===== config.mk =====
export PLATFORM = sky130hd
export DESIGN_NAME = gain_shift_agc
export DESIGN_NICKNAME = d
export VERILOG_FILES = /design/src/rtl/agc_pkg.sv /design/src/rtl/msb_encoder.sv /design/src/rtl/gain_shift_agc.sv
export SDC_FILE = /design/constraint.sdc
export NUM_CORES = 1
export LEC_CHECK = 0
export ABC_AREA = 1
export CORE_UTILIZATION = 55
export CTS_CLUSTER_SIZE = 30
export DETAILED_ROUTE_END_ITERATION = 12
export GPL_TIMING_DRIVEN = 0
export MAX_ROUTING_LAYER = met4
export PLACE_DENSITY_LB_ADDON = 0.2
export SLEW_MARGIN = 10
export SYNTH_ARGS = -nofsm -noshare
export SYNTH_HDL_FRONTEND = slang
export SYNTH_SLANG_ARGS = --single-unit

===== constraint.sdc =====
create_clock -name clk -period 6.66 [get_ports clk]
set_clock_uncertainty 0.05 [all_clocks]
set_input_delay 1.332 -clock clk [delete_from_list [all_inputs] [get_ports clk]]
set_output_delay 1.332 -clock clk [all_outputs]
set_load 0.02 [all_outputs]

===== src/rtl/agc_pkg.sv =====
// Shared types and helpers for the gain-shift AGC.
// Build option: AGC_DEADBAND_EN (see gain_shift_agc.sv).
package agc_pkg;

    typedef enum logic [1:0] {
        IDLE   = 2'd0,
        EVAL   = 2'd1,
        UPDATE = 2'd2
    } agc_state_e;

    localparam int SHIFT_W = 5;

    // Shift that keeps one headroom bit in the output slice.
    function automatic logic [SHIFT_W-1:0] ideal_shift(
        input int p,
        input int out_w,
        input int shift_max
    );
        int s;
        s = p - out_w + 2;
        if (s < 0) s = 0;
        if (s > shift_max) s = shift_max;
        return SHIFT_W'(s);
    endfunction

endpackage


===== src/rtl/msb_encoder.sv =====
// Priority encoder: index of the highest set bit plus a zero flag.
// Purely combinational.
module msb_encoder #(
    parameter int DATA_W = 32,
    parameter int IDX_W  = $clog2(DATA_W)
) (
    input  logic [DATA_W-1:0] data,
    output logic [IDX_W-1:0]  idx,
    output logic              zero
);

    always_comb begin
        idx = '0;
        for (int i = 0; i < DATA_W; i++) begin
            if (data[i]) idx = IDX_W'(i);
        end
    end

    assign zero = ~|data;

endmodule


===== src/rtl/gain_shift_agc.sv =====
// Per-frame automatic gain shift with fast attack and held one-step decay.
// Build option AGC_DEADBAND_EN widens the decay threshold by one step.
module gain_shift_agc
    import agc_pkg::*;
#(
    parameter int DATA_W      = 32,
    parameter int OUT_W       = 16,
    parameter int SHIFT_MAX   = 16,
    parameter int INIT_SHIFT  = 8,
    parameter int HOLD_FRAMES = 4
) (
    input  logic              clk,
    input  logic              rst,
    input  logic              ms_in,
    input  logic [DATA_W-1:0] max_in,
    input  logic              agc_en,
    input  logic [4:0]        man_shift,
    output logic [15:0]       scaled_coeff,
    output logic              coeff_upd,
    output logic              locked,
    output logic              frame_drop
);

    localparam int IDX_W = $clog2(DATA_W);
    localparam int CNT_W = $clog2(HOLD_FRAMES + 1);

    localparam logic [1:0] ST_IDLE   = IDLE;
    localparam logic [1:0] ST_EVAL   = EVAL;
    localparam logic [1:0] ST_UPDATE = UPDATE;

    logic [1:0]         state;
    logic [DATA_W-1:0]  peak;
    logic [IDX_W-1:0]   msb_idx;
    logic               peak_zero;
    logic [SHIFT_W-1:0] s_ideal;
    logic [SHIFT_W-1:0] cur;
    logic [SHIFT_W-1:0] cur_nxt;
    logic [SHIFT_W-1:0] man_clamp;
    logic [CNT_W-1:0]   hold_cnt;
    logic [CNT_W-1:0]   hold_nxt;
    logic [CNT_W-1:0]   stable_cnt;
    logic [CNT_W-1:0]   stable_nxt;
    logic               dec_cond;

    msb_encoder #(
        .DATA_W(DATA_W),
        .IDX_W (IDX_W)
    ) u_enc (
        .data(peak),
        .idx (msb_idx),
        .zero(peak_zero)
    );

    assign man_clamp = (man_shift > SHIFT_W'(SHIFT_MAX))
                     ? SHIFT_W'(SHIFT_MAX) : man_shift;

`ifdef AGC_DEADBAND_EN
    // One-step deadband stops toggling on peaks near a bit boundary.
    assign dec_cond = ({1'b0, s_ideal} + 6'd2) <= {1'b0, cur};
`else
    assign dec_cond = s_ideal < cur;
`endif

    always_comb begin
        cur_nxt    = cur;
        hold_nxt   = hold_cnt;
        stable_nxt = stable_cnt;
        if (!agc_en) begin
            cur_nxt    = man_clamp;
            hold_nxt   = '0;
            stable_nxt = '0;
        end else if (state == ST_UPDATE) begin
            if (s_ideal > cur) begin
                cur_nxt  = s_ideal;
                hold_nxt = '0;
            end else if (dec_cond) begin
                if (hold_cnt == CNT_W'(HOLD_FRAMES - 1)) begin
                    cur_nxt  = cur - SHIFT_W'(1);
                    hold_nxt = '0;
                end else begin
                    hold_nxt = hold_cnt + CNT_W'(1);
                end
            end else begin
                hold_nxt = '0;
            end
            if (cur_nxt != cur)
                stable_nxt = '0;
            else if (stable_cnt != CNT_W'(HOLD_FRAMES))
                stable_nxt = stable_cnt + CNT_W'(1);
        end
    end

    always_ff @(posedge clk) begin
        if (rst) begin
            state      <= ST_IDLE;
            peak       <= '0;
            s_ideal    <= '0;
            cur        <= SHIFT_W'(INIT_SHIFT);
            hold_cnt   <= '0;
            stable_cnt <= '0;
            coeff_upd  <= 1'b0;
            frame_drop <= 1'b0;
        end else begin
            cur        <= cur_nxt;
            hold_cnt   <= hold_nxt;
            stable_cnt <= stable_nxt;
            coeff_upd  <= cur_nxt != cur;
            frame_drop <= ms_in && (state != ST_IDLE);
            unique case (state)
                ST_IDLE: begin
                    if (ms_in) begin
                        peak  <= max_in;
                        state <= ST_EVAL;
                    end
                end
                ST_EVAL: begin
                    s_ideal <= peak_zero
                             ? ideal_shift(-1, OUT_W, SHIFT_MAX)
                             : ideal_shift(int'(msb_idx), OUT_W, SHIFT_MAX);
                    state   <= ST_UPDATE;
                end
                ST_UPDATE: state <= ST_IDLE;
                default:   state <= ST_IDLE;
            endcase
        end
    end

    assign scaled_coeff = {{(16 - SHIFT_W){1'b0}}, cur};
    assign locked       = stable_cnt == CNT_W'(HOLD_FRAMES);

endmodule


**After elaboration in Yosys (flattened, before gate mapping)**

Index checks and enable logic that the tools add are counted.
Widths: inputs -> output; s select.

- Register bits after elaboration: 52
- Input port bits: 41
- Output and inout bits: 19
- Word-level logic and storage cells: 86

- Add/subtract/negate cells: 5
- Order comparisons: 5
- Equal/unequal tests: 8
- Multiplexer cells: 51
- Bitwise operators: 1
- Reductions and logical operators: 8

Operator list:

| kind | number |
|---|---|
| $mux 5 | 26 |
| $mux 32 | 3 |
| $gt 32x6->1 const B | 1 |
| $mux 4 | 8 |
| $reduce_or 32->1 | 1 |
| $mux 3 | 9 |
| $ne 5x5->1 | 2 |
| $add 6x3->7 const B | 1 |
| $lt 7x1->1 const B | 1 |
| $add 3x1->3 const B | 2 |
| $mux 2 | 3 |
| $sub 5x5->6 const B | 1 |
| $gt 5x5->1 | 1 |
| $gt 5x5->1 const B | 1 |
| $lt 5x5->1 | 1 |
| $sub 5x1->5 const B | 1 |
| $pmux 2 s2 | 1 |
| $reduce_and 2->1 | 2 |
| $reduce_bool 2->1 | 2 |
| $eq 3x2->1 const B | 1 |
| $eq 3x3->1 const B | 1 |
| $ne 3x3->1 const B | 1 |
| $eq 2x1->1 const B | 1 |
| $eq 2x2->1 const B | 1 |
| other kinds (6) | 6 |

**Depth between registers and ports, before layout**

- Depth in word-level cells: 40
- Mapped depth: 36
- Gate-level depth less buffers: 36

**Cells and area by module**

Synthesis repeated with hierarchy kept, for this count alone.

- Cells, all modules: 515
- Area, all modules: 3,170.5 um2

By module, submodules not included:

| module | times used | cells an instance | area an instance (um2) | sequential area each (um2) |
|---|---|---|---|---|
| gain_shift_agc | 1 | 409 | 2,755.1 | 1,041.0 |
| msb_encoder | 1 | 106 | 415.4 | 0.0 |

**Least setup slack after synthesis**

Ideal clock, no wire load.

- Path type: register to register
- From: register cur[3]
- To: register stable_cnt[2]
- Library setup time: 0.120 ns
- Arrival time: 2.710 ns
- Required time: 6.490 ns
- Setup slack: 3.780 ns
- Stages on the path, launching flop included: 21
- Buffers on the path: 1
- Period minus slack after synthesis: 2.880 ns
- Cells stage by stage: dfxtp_1 > clkbuf_1 > inv_1 > ha_1 > nand2_1 > nor2_2 > nand2_1 > nand3_2 > inv_2 > a21oi_4 > o21ai_2 > o21ai_2 > o21ai_1 > or2_0 > a21oi_1 > and3_4 > nand2_2 > nand2_2 > nor2_2 > o221ai_2 > a21oi_1

- Longest elaborated chain between the ends: 9
- Elaborated cells between the ends (all ways): 12
- Those cells by class: 1 x add/sub; 2 x order compare; 1 x eq/ne; 6 x mux; 2 x reduce/logical

Ends and longest elaborated chain:

| item | RTL line | RTL |
|---|---|---|
| from (decl) | gain_shift_agc.sv:36 | `logic [SHIFT_W-1:0] cur;` |
| from (signal assigned) | gain_shift_agc.sv:98 | `cur <= SHIFT_W'(INIT_SHIFT);` |
| from (signal assigned) | gain_shift_agc.sv:104 | `cur <= cur_nxt;` |
| $sub 5x1->5 | gain_shift_agc.sv:78 | `cur_nxt = cur - SHIFT_W'(1);` |
| $mux 5 | gain_shift_agc.sv:77 | `if (hold_cnt == CNT_W'(HOLD_FRAMES - 1)) begin` |
| $mux 5 | gain_shift_agc.sv:76 | `end else if (dec_cond) begin` |
| $mux 5 | gain_shift_agc.sv:73 | `if (s_ideal > cur) begin` |
| $mux 5 | gain_shift_agc.sv:72 | `end else if (state == ST_UPDATE) begin` |
| $mux 5 | gain_shift_agc.sv:68 | `if (!agc_en) begin` |
| $ne 5x5->1 * | gain_shift_agc.sv:86 | `if (cur_nxt != cur)` |
| $reduce_bool 2->1 (no source line) | -- |  |
| $reduce_and 2->1 (no source line) | -- |  |
| to (signal assigned) | gain_shift_agc.sv:106 | `stable_cnt <= stable_nxt;` |
| to (decl) | gain_shift_agc.sv:41 | `logic [CNT_W-1:0] stable_cnt;` |

Mark *: on every way between the ends. The rest lies on a longest branch, timed or not. The select of a mux whose other input is x is not followed.
A chain may end at the register's enable or synchronous reset.

**Worst setup path in the final report**

Ends and elaborated chain as after synthesis.

==> results.md <==
* Status: finished clean
* Endpoints failing hold at 0
* Initial DRC Count at 171
* RePlAce Congestion at 0.951
* Hold WS at 401 ps
* Worst reg2reg setup slack at 3560 ps
* Commonest cells post-synth: nand2_1 (83), inv_1 (57), a21oi_1 (54)
* Synth cell types at 40
* Via density per instance at 5.04
* DP HPWL at 4.99 mm
* Top-Level Pins at 60
* GRT overflow at 0
* Vias in the first global route at 2486
* Hold Crit Endpoint: hold_cnt[2]$_SDFFE_PP0N_
* FF-to-FF path depth at 20
* Critical path endpoint category: flop
* Fin crit period at 3100 ps
* Area after DPL at 0.00347 mm²
* H-tree Lvls at 2
* Setup Viol. Count Final at 0
* Clk pin slew, worst setup/hold paths at 90 ps
* Port-buffer cells at 48
* Hold path cells at 2
* Initial Util at 58.7%
* Pwr Density at 213 mW/mm²
* Syn Inst Count at 418
* Post-cts hold buffer count at 0
* CP arrival at 3250 ps
* RSZ-0062 raised after global routing: false
* Initial antenna violation count at 0
* Yosys top cell area share at 36.3%
* Top cell type by total area after synthesis: dfxtp_1
* Post-CTS Setup Bufs at 0
* Setup crit start kind: flop
* Seq/Total Area, Yosys at 36.3%
* Drt total wl at 6.24 mm
* Synthesized area per cell at 6.85 µm²
* Synth area leaders: dfxtp_1 (36%), nand2_1 (11%), a21oi_1 (9.4%), o21ai_0 (7.9%), inv_1 (7.5%)
* DRT antenna net count at 0
* Required @ worst endpoint at 6810 ps
* DR vias at 2778
* Hold Path Class: reg2reg
* Critical Setup Path Class: reg2reg
* Async S/R FF share, synth at 0%
* Max Cap Viol at 0
* Most common cell in the netlist: nand2_1
* Worst r2r src: cur[3]$_SDFF_PP1_
* TritonCTS buffer count at 5
* Post-Syn Area at 0.00287 mm²
* Pin count of the biggest net entering global routing at 17
* Setup TNS at 0 ps
* Worst-path fanout max at 6
* Worst VDD drop at 0.173 mV
* DRC viols at 0
* Share of layout cells above drive strength 1 at 7.85%
* Gr usage total at 25.0%
* Worst-Skew Late Latency at 310 ps
* YS warnings at 0
* Final net count at 534
* First-pass GRT wire length at 10.3 mm
* Flops & latches, synth at 52
* Die ar. at 0.00550 mm²
* Ant diodes at 0
* RR Endpoint: stable_cnt[2]$_SDFFE_PP0P_
* Die W at 74.2 µm
* Max Slew Vio Count at 0
* Fmax at 322 MHz
* CTS tree: done
* Number of synthesized flops with an enable pin at 0
* DR WL/cell at 11.3 µm
* Final Util at 73.0%
* Synthesis-to-layout area growth at 24.4%
* Die H at 74.2 µm
* CTS root buf: clkbuf_8
* # resized after CTS at 0
* Core area at 0.00488 mm²
* Period utilisation layout at 46.6%
* Total Power at 0.760 mW
* Detailed Routing Iterations Pass 1 at 4
* Cell Rows at 25
* Pleak at 1.57 nW
* Maximum clock path buffer count at 2
* Post-route cell area at 0.00356 mm²
* Top FF cell, synth: dfxtp_1
* CTS sink count at 52
* Min-delay src: hold_cnt[2]$_SDFFE_PP0N_
-- power by group --
part | switching [mW] | total [mW] | internal, mW
Sequential | 0.0152 | 0.349 | 0.334
Clock | 0.104 | 0.189 | 0.0851
Combinational | 0.129 | 0.222 | 0.0934
-- layout make-up --
type                            count  area (µm²)
Clock buffer                        6        82.6
Fill cell                         437        1320
Clock inverter                      2        13.8
Sequential cell                    52        1040
Tap cell                           67        83.8
Inverter                           61         229
Multi-Input combinational cell    292        1500
Timing Repair Buffer               48         480
Buffer                             23         129
-- worst max-delay path by stage --
stage	from	end	slack (ps)
after floorplan	cur[3]$_SDFF_PP1_	stable_cnt[2]$_SDFFE_PP0P_	3780
after global placement	agc_en	coeff_upd$_SDFF_PP0_	3600
after detailed placement	cur[3]$_SDFF_PP1_	stable_cnt[2]$_SDFFE_PP0P_	3570
after CTS	cur[3]$_SDFF_PP1_	stable_cnt[2]$_SDFFE_PP0P_	3560
after global routing	cur[3]$_SDFF_PP1_	stable_cnt[2]$_SDFFE_PP0P_	3280
final	cur[3]$_SDFF_PP1_	stable_cnt[2]$_SDFFE_PP0P_	3560
-- layer usage --
layer	vias up	track usage [%]	routed length, µm
li1	1459	-	-
met1	1235	28.2	2760
met2	69	44.5	3120
met3	15	3.52	262
met4	0	9.62	99
met5	-	-	0
-- critical path, stage by stage (launching register included) --
cell	delay, ps
dfxtp_1	350
clkbuf_1	270
inv_1	110
ha_1	300
nand2_1	70
nor2_2	190
nand2_1	90
nand3_2	100
inv_2	60
a21oi_4	210
inv_2	110
o21ai_1	90
a21oi_1	60
a21oi_2	190
xor2_1	160
and3_4	220
nand2_2	50
nand2_2	70
nor2_2	50
o221ai_2	110
a21oi_1	50
-- cell usage in the layout (no fill, tap or decap), drive strengths merged, types with 2 or more instances in the layout --
| cell | count |
|---|---|
| a21oi | 57 |
| nor2 | 37 |
| or2 | 2 |
| a31oi | 2 |
| nand2 | 85 |
| nand4 | 2 |
| inv | 61 |
| ha | 10 |
| clkdlybuf4s50 | 48 |
| nand3 | 11 |
| clkinv | 2 |
| nor3 | 2 |
| and3 | 2 |
| buf | 12 |
| conb | 11 |
| o211ai | 2 |
| dfxtp | 52 |
| clkbuf | 17 |
| xor2 | 8 |
| o21ai | 52 |
-- metrics by stage --
step                      cells  worst slack [ps]
after detailed placement    543              3570
after floorplan             428              3780
after CTS                   551              3560
after global placement      543              3600
after global routing        551              3280
final                       551              3560
-- logic make-up after synthesis --
family	synth area share [%]
adders and majority gates	4.37
AOI/OAI and AO/OA	23.0
xor gates and xnor gates	2.75
buffers and inverters	12.5
DFF	36.3
and+or+nand+nor	20.9
other	0.131
-- registers in the layout (all words and copies together) (netlist names) --
signal      count
hold_cnt        3
s_ideal         5
cur             5
coeff_upd       1
peak           32
frame_drop      1
stable_cnt      3
state           2
No activity file was read; power rests on OpenSTA's default activity.
